===== src/rtl/mc_pkg.sv =====
// Shared types and constants for the multicycle MIPS controller:
// FSM state encodings, opcode/funct values, ALU op classes and ALU control codes.
package mc_pkg;

   typedef enum logic [3:0] {
      S_FETCH    = 4'd0,
      S_DECODE   = 4'd1,
      S_MEMADR   = 4'd2,
      S_MEMRD    = 4'd3,
      S_MEMWB    = 4'd4,
      S_MEMWR    = 4'd5,
      S_EXECUTE  = 4'd6,
      S_ALUWB    = 4'd7,
      S_BRANCH   = 4'd8,
      S_ADDIEXEC = 4'd9,
      S_ADDIWB   = 4'd10,
      S_JUMP     = 4'd11
   } state_t;

   localparam logic [5:0] OP_RTYPE = 6'b000000;
   localparam logic [5:0] OP_LW    = 6'b100011;
   localparam logic [5:0] OP_SW    = 6'b101011;
   localparam logic [5:0] OP_BEQ   = 6'b000100;
   localparam logic [5:0] OP_BNE   = 6'b000101;
   localparam logic [5:0] OP_ADDI  = 6'b001000;
   localparam logic [5:0] OP_J     = 6'b000010;

   localparam logic [5:0] FUNCT_ADD = 6'b100000;
   localparam logic [5:0] FUNCT_SUB = 6'b100010;
   localparam logic [5:0] FUNCT_AND = 6'b100100;
   localparam logic [5:0] FUNCT_OR  = 6'b100101;
   localparam logic [5:0] FUNCT_SLT = 6'b101010;
   localparam logic [5:0] FUNCT_SLL = 6'b000000;

   typedef enum logic [1:0] {
      ALUOP_ADD   = 2'd0,
      ALUOP_SUB   = 2'd1,
      ALUOP_FUNCT = 2'd2
   } alu_op_t;

   localparam logic [2:0] ALUC_ADD = 3'b010;
   localparam logic [2:0] ALUC_SUB = 3'b110;
   localparam logic [2:0] ALUC_AND = 3'b000;
   localparam logic [2:0] ALUC_OR  = 3'b001;
   localparam logic [2:0] ALUC_SLT = 3'b111;
   localparam logic [2:0] ALUC_SLL = 3'b011;

endpackage


===== src/rtl/alu_decoder.sv =====
// Combinational ALU decoder: maps the FSM's ALU op class and the funct field
// to the 3-bit ALU operation code.
module alu_decoder
   import mc_pkg::*;
(
   input  alu_op_t     alu_op,
   input  logic [5:0]  funct,
   output logic [2:0]  alu_control
);

   always_comb begin
      alu_control = ALUC_ADD;
      case (alu_op)
         ALUOP_ADD: alu_control = ALUC_ADD;
         ALUOP_SUB: alu_control = ALUC_SUB;
         ALUOP_FUNCT: begin
            // Unrecognised funct falls back to add; the R-type still completes.
            case (funct)
               FUNCT_ADD: alu_control = ALUC_ADD;
               FUNCT_SUB: alu_control = ALUC_SUB;
               FUNCT_AND: alu_control = ALUC_AND;
               FUNCT_OR:  alu_control = ALUC_OR;
               FUNCT_SLT: alu_control = ALUC_SLT;
               FUNCT_SLL: alu_control = ALUC_SLL;
               default:   alu_control = ALUC_ADD;
            endcase
         end
         default: alu_control = ALUC_ADD;
      endcase
   end

endmodule


===== src/rtl/mc_controller.sv =====
// Multicycle MIPS main control FSM: one microstep per clock, Moore outputs
// decoded from the state register, write enables gated off while reset is low.
module mc_controller
   import mc_pkg::*;
#(
   parameter bit SUPPORT_BNE = 1'b1
)
(
   input  logic        clk,
   input  logic        reset,
   input  logic [5:0]  op,
   input  logic [5:0]  funct,
   input  logic        zero,
   output logic        pc_en,
   output logic        iord,
   output logic        mem_write,
   output logic        ir_write,
   output logic        reg_dst,
   output logic        mem_to_reg,
   output logic        reg_write,
   output logic        alu_src_a,
   output logic [1:0]  alu_src_b,
   output logic [1:0]  pc_src,
   output logic [2:0]  alu_control,
   output logic        illegal_op,
   output logic [3:0]  state_dbg
);

   state_t  state;
   alu_op_t alu_op;
   logic    op_known;
   logic    pc_write;
   logic    branch;
   logic    bne_sel;
   logic    mem_write_raw;
   logic    ir_write_raw;
   logic    reg_write_raw;

   always_comb begin
      op_known = (op == OP_LW)   || (op == OP_SW)   || (op == OP_RTYPE) ||
                 (op == OP_BEQ)  || (op == OP_ADDI) || (op == OP_J)     ||
                 (SUPPORT_BNE && (op == OP_BNE));
   end

   always_ff @(posedge clk or negedge reset) begin
      if (!reset) begin
         state <= S_FETCH;
      end else begin
         case (state)
            S_FETCH:  state <= S_DECODE;
            S_DECODE: begin
               if (!op_known)
                  state <= S_FETCH;
               else if ((op == OP_LW) || (op == OP_SW))
                  state <= S_MEMADR;
               else if (op == OP_RTYPE)
                  state <= S_EXECUTE;
               else if ((op == OP_BEQ) || (op == OP_BNE))
                  state <= S_BRANCH;
               else if (op == OP_ADDI)
                  state <= S_ADDIEXEC;
               else
                  state <= S_JUMP;
            end
            S_MEMADR:   state <= (op == OP_LW) ? S_MEMRD : ((op == OP_SW) ? S_MEMWR : S_FETCH);
            S_MEMRD:    state <= S_MEMWB;
            S_EXECUTE:  state <= S_ALUWB;
            S_ADDIEXEC: state <= S_ADDIWB;
            // Writeback, branch, jump and unused encodings all return to FETCH.
            default:    state <= S_FETCH;
         endcase
      end
   end

   always_comb begin
      iord          = 1'b0;
      reg_dst       = 1'b0;
      mem_to_reg    = 1'b0;
      alu_src_a     = 1'b0;
      alu_src_b     = 2'b00;
      pc_src        = 2'b00;
      alu_op        = ALUOP_ADD;
      pc_write      = 1'b0;
      branch        = 1'b0;
      mem_write_raw = 1'b0;
      ir_write_raw  = 1'b0;
      reg_write_raw = 1'b0;
      case (state)
         S_FETCH: begin
            alu_src_b    = 2'b01;
            ir_write_raw = 1'b1;
            pc_write     = 1'b1;
         end
         S_DECODE:   alu_src_b = 2'b11;
         S_MEMADR: begin
            alu_src_a = 1'b1;
            alu_src_b = 2'b10;
         end
         S_MEMRD:    iord = 1'b1;
         S_MEMWB: begin
            mem_to_reg    = 1'b1;
            reg_write_raw = 1'b1;
         end
         S_MEMWR: begin
            iord          = 1'b1;
            mem_write_raw = 1'b1;
         end
         S_EXECUTE: begin
            alu_src_a = 1'b1;
            alu_op    = ALUOP_FUNCT;
         end
         S_ALUWB: begin
            reg_dst       = 1'b1;
            reg_write_raw = 1'b1;
         end
         S_BRANCH: begin
            alu_src_a = 1'b1;
            alu_op    = ALUOP_SUB;
            pc_src    = 2'b01;
            branch    = 1'b1;
         end
         S_ADDIEXEC: begin
            alu_src_a = 1'b1;
            alu_src_b = 2'b10;
         end
         S_ADDIWB:   reg_write_raw = 1'b1;
         S_JUMP: begin
            pc_src   = 2'b10;
            pc_write = 1'b1;
         end
         default: ;
      endcase
   end

   assign bne_sel = SUPPORT_BNE && (op == OP_BNE);

   // Enables are masked by reset directly so nothing fires while it is held.
   assign pc_en      = reset & (pc_write | (branch & (zero ^ bne_sel)));
   assign mem_write  = reset & mem_write_raw;
   assign ir_write   = reset & ir_write_raw;
   assign reg_write  = reset & reg_write_raw;
   assign illegal_op = reset & (state == S_DECODE) & ~op_known;
   assign state_dbg  = state;

   alu_decoder u_alu_decoder (
      .alu_op      (alu_op),
      .funct       (funct),
      .alu_control (alu_control)
   );

endmodule


===== config.mk =====
export PLATFORM = sky130hd
export DESIGN_NAME = mc_controller
export DESIGN_NICKNAME = d
export VERILOG_FILES = /design/src/rtl/mc_pkg.sv /design/src/rtl/alu_decoder.sv /design/src/rtl/mc_controller.sv
export SDC_FILE = /design/constraint.sdc
export NUM_CORES = 1
export LEC_CHECK = 0
export ABC_AREA = 1
export BUFFER_PORTS_ARGS = -buffer_cell sky130_fd_sc_hd__clkbuf_2
export CORE_UTILIZATION = 44
export CTS_CLUSTER_DIAMETER = 50
export CTS_CLUSTER_SIZE = 24
export DETAILED_ROUTE_END_ITERATION = 16
export GPL_TIMING_DRIVEN = 0
export MAX_ROUTING_LAYER = met4
export PLACE_DENSITY = 0.82
export SLEW_MARGIN = 20
export SYNTH_ARGS = -nofsm -noshare
export SYNTH_HDL_FRONTEND = slang
export SYNTH_HIERARCHICAL = 1
export SYNTH_SLANG_ARGS = --single-unit

===== constraint.sdc =====
create_clock -name clk -period 2 [get_ports clk]
set_clock_uncertainty 0.1 [all_clocks]
set_input_delay 0.4 -clock clk [delete_from_list [all_inputs] [get_ports clk]]
set_output_delay 0.4 -clock clk [all_outputs]
set_load 0.05 [all_outputs]

==> results of run 1 <==
cells by family after synthesis:
group                    Yosys count  synth area share
AO/OA/AOI/OAI                      7            0.0621
adder cells (fa/ha/maj)            2            0.0377
buffers and inverters             27             0.153
flip-flops                         4             0.151
AND/OR/NAND/NOR                   81             0.597
stage by stage:
| step | hold WS (ns) | std cells | utilization |
|---|---|---|---|
| after floorplan | 0.00441 | 121 | - |
| after global placement | 0.128 | 170 | 0.745 |
| after detailed placement | 0.131 | 170 | 0.745 |
==> metrics, run 1 <==
outcome aborted with a tool error; Fail Step clock tree synthesis; Error [ERROR DPL-0038] Utilization greater than 100%, impossible to legalize; asr flop ratio synth 1.00; synth top area cells dfrtp_1 15%, nor2_1 12%, nand2_1 11%, nand3_1 11%, inv_1 11%; Yosys top cell area share 0.151; Root Buffer clkbuf_4; post-CTS setup buffers 21; CTS Buffer Depth 2; cell area after synthesis approximately 660 um2; dominant cell type by area after synthesis dfrtp_1; clock sinks 4; Die Wd between 40 and 50 um; dpl cell area 0.00101 mm2; leading cell types by count after synthesis 22 x nor2_1, 20 x nand2_1, 19 x inv_1; Die Ht about 41 um; most common cell in the synthesized netlist nor2_1; CTS hold repair buffers 1; HPWL after DPL between 1000 and 1500 um; flops & latches, synth 4; cts repair resizes 34; H-tree levels 1; Num CTS Buffers 3; ys flop type dfrtp_1; Mapped Nets 138; post-synthesis sequential area ratio 0.151; DP Worst Slack -0.121 ns; yosys warns 6; Post-synth EDFFs 0; num rows 13; # IOs 35; Initial Util 0.492; Syn Area/Cell around 5.5 um2; library cells used by synthesis 18; Synth Instances 121; Port-buffer cells 34; RePlAce Congestion 0.784
==> run 2: changes to the inputs <==
--- a/config.mk
+++ b/config.mk
@@ -7,13 +7,11 @@
 export LEC_CHECK = 0
 export ABC_AREA = 1
 export BUFFER_PORTS_ARGS = -buffer_cell sky130_fd_sc_hd__clkbuf_2
-export CORE_UTILIZATION = 44
-export CTS_CLUSTER_DIAMETER = 50
-export CTS_CLUSTER_SIZE = 24
+export CORE_AREA = 2 2 63 65
 export DETAILED_ROUTE_END_ITERATION = 16
+export DIE_AREA = 0 0 65 67
 export GPL_TIMING_DRIVEN = 0
-export MAX_ROUTING_LAYER = met4
-export PLACE_DENSITY = 0.82
+export PLACE_DENSITY_LB_ADDON = 0.15
 export SLEW_MARGIN = 20
 export SYNTH_ARGS = -nofsm -noshare
 export SYNTH_HDL_FRONTEND = slang
==> run 2 against run 1 <==
  * The flow now finishes, with violations (setup timing)
  * Area after synthesis did not move
  * Synthesized cell count did not move
==> metrics, run 2 <==
HP Class in -> reg; Post-synth EDFFs 0; Setup WS post-layout -0.166 ns; Area Growth Syn to Fin 134%; Antenna diodes 0; leakage power 0.766 nW; crit share post-route 1.08; yosys warns 6; post-synthesis sequential area ratio 0.151; NetSw 0.898 mW; pin count of the biggest net entering global routing 6; CP required 1.50 ns; DRT iter0 DRCs 29; VDD IR max 0.000391 V; mux cell area share after synthesis 0; flops & latches, synth 4; Hold EP state_dbg[2]$_DFF_PN0_; synth top area cells dfrtp_1 15%, nor2_1 12%, nand2_1 11%, nand3_1 11%, inv_1 11%; HP Start op[3]; GRT Residual Overflow 0; cell area after synthesis around 660 um2; H-tree levels 1; first-pass GRT wire length 3980 um; commonest non-fill, non-tap cell in the layout buf_4; RePlAce Congestion 0.845; num rows 22; Reg2Reg Depth 8; critical path type reg -> out; Synth Area in Adders 0.0377; commonest cells after routing, fill and taps aside 24 x buf_4, 23 x clkbuf_2, 15 x nor2_4, 15 x inv_1, 15 x nand2_1; DP Cell Count 203; Num CTS Buffers 3; fin util 0.432; Int Pwr 0.783 mW; Syn Area/Cell 5.49 um2; drt drc 0; Synth Area in Compound Gates 0.0621; Final ANT Viol Nets 0; final hold vios 0; Layout Cells excl Fill 235; clock sinks 4; MaxCap Viol Count 0; die area 0.00436 mm2; failing checks setup timing; Clock Latency Late Sink 0.22 ns; Port-buffer cells 34; leading cell types by count after synthesis 22 x nor2_1, 20 x nand2_1, 19 x inv_1; CP startpoint kind flip-flop; # IOs 35; library cells used by synthesis 18; CTS Buffer Depth 2; dpl cell area 0.00105 mm2; crit end category primary output; Mapped Nets between 100 and 150; Die Wd about 65 um; Root Buffer clkbuf_8; CP arrival between 1.5 and 2 ns; Comb power frac 0.814; register share of total power 0.085; Final Net Count between 200 and 250; ys flop type dfrtp_1; outcome finished, violations left; most common cell in the synthesized netlist nor2_1; Post-Synth XOR/XNOR Area 0; Yosys top cell area share 0.151; # fillers about 350; drt pass-1 iters 4; initial antenna violation count 0; maximum clock rate 0.462 GHz; TritonCTS clock tree yes; DR vias 1,018; DP Worst Slack -0.117 ns; Max transition margin 0.785; Period minus WS final approximately 2.2 ns; # setup viols final 7; HPWL after DPL about 1800 um; vias per cell 4.33; Post-Route WL 2600 um; Clock Pin Slew Worst Setup and Hold Paths 0.03 ns; crit-path max FO 4; synthesized-area fraction occupied by and/or/nand/nor cells 0.597; Slew @ Worst Pin 0.323 ns; vias in the first global route between 900 and 1,000; drt wl/cell 11.1 um; total negative slack -0.857 ns; Hold Path Depth 3; Final Cell Area 0.00156 mm2; share of layout cells above drive strength 1 0.674; Synth Instances 121; max reg flops 4; RR Startpoint state_dbg[2]$_DFF_PN0_; Total GRT Usage 0.118; core area 0.00361 mm2; switching share of power 0.534; RSZ-0062 raised after global routing true; Initial Util 0.184; dominant cell type by area after synthesis dfrtp_1; main combinational cell family by area after synthesis simple AND/OR/NAND/NOR gates; worst r2r dst state_dbg[2]$_DFF_PN0_; flop-to-flop setup slack ~0.43 ns; clock share of power 0.101; power per cell area 1080 mW/mm2; max-slew violation count 0; asr flop ratio synth 1.00; Die Ht 67 um
-- run 2: cell counts after synthesis --
No cell type changed its count.
-- run 2: power by group through the flow --
stage | combinational, mW | clock (mW) | sequential [mW]
detailed placement | 0.855 | 0 | 0.161
global placement | 0.852 | 0 | 0.161
CTS | 1.19 | 0.173 | 0.143
finish | 1.37 | 0.169 | 0.143
global route | 1.44 | 0.184 | 0.145
floorplan | 0.609 | 0 | 0.227
-- run 2: final cells by class --
class	count	area (um2)	share of cell area
clock buffers	3	41.3	0.0265
inverters	27	111	0.0715
multi-input cells	90	714	0.459
flip-flops and latches	4	105	0.0675
well taps	48	60.1	0.0386
repair buffers	63	524	0.337
-- run 2: worst max-delay path by stage --
stage                                 from             end  slack [ns]
detailed placement  state_dbg[3]$_DFF_PN0_  alu_control[0]       -0.12
global route        state_dbg[2]$_DFF_PN0_  alu_control[1]       -0.24
finish              state_dbg[2]$_DFF_PN0_  alu_control[1]       -0.17
floorplan           state_dbg[1]$_DFF_PN0_           pc_en        -0.1
CTS                 state_dbg[0]$_DFF_PN0_  alu_control[1]       -0.15
global placement    state_dbg[3]$_DFF_PN0_  alu_control[0]       -0.12
-- run 2: cell families after synthesis --
kind of cell	count (synthesis)
AO/OA/AOI/OAI	7
adder cells (fa/ha/maj)	2
buffers and inverters	27
flip-flops	4
AND/OR/NAND/NOR	81
-- run 2: repair_timing --
| item | in CTS | in global routing |
|---|---|---|
| buffers inserted | 18 | 12 |
| pin swaps | 11 | 16 |
| resized for setup | 36 | 28 |
| hold buffers | 1 | 0 |
| hold endpoints to repair | 4 | 0 |
| gates cloned | 0 | 0 |
| endpoints found under the setup margin | 6 | 10 |
-- run 2: stage by stage --
stage	hold slack (ns)	power (mW)
3_5_place_dp	0.125	1.02
3_3_place_gp	0.125	1.01
5_1_grt	0.418	1.77
6_report	0.392	1.68
2_1_floorplan	0.00441	0.836
4_1_cts	0.373	1.51
-- run 2: metal layers --
metal,track usage,vias to the layer above,part of all wire
met2,0.240,26,0.57
met5,0,-,0
met4,0.0239,0,0
li1,-,508,-
met3,0.0220,0,0.040
met1,0.126,484,0.39
-- run 2: worst max-delay path, cell delays in order, from the launching register on --
cell and delay (ns):
dfrtp_2 0.44, inv_2 0.09, nand2_4 0.07, nor2_4 0.11, inv_2 0.05, ha_4 0.16
nand3_4 0.06, nor2_4 0.04, nor2_4 0.16, nand3_4 0.09, clkbuf_16 0.17
Note: power is estimated with default switching activity, not from simulation.
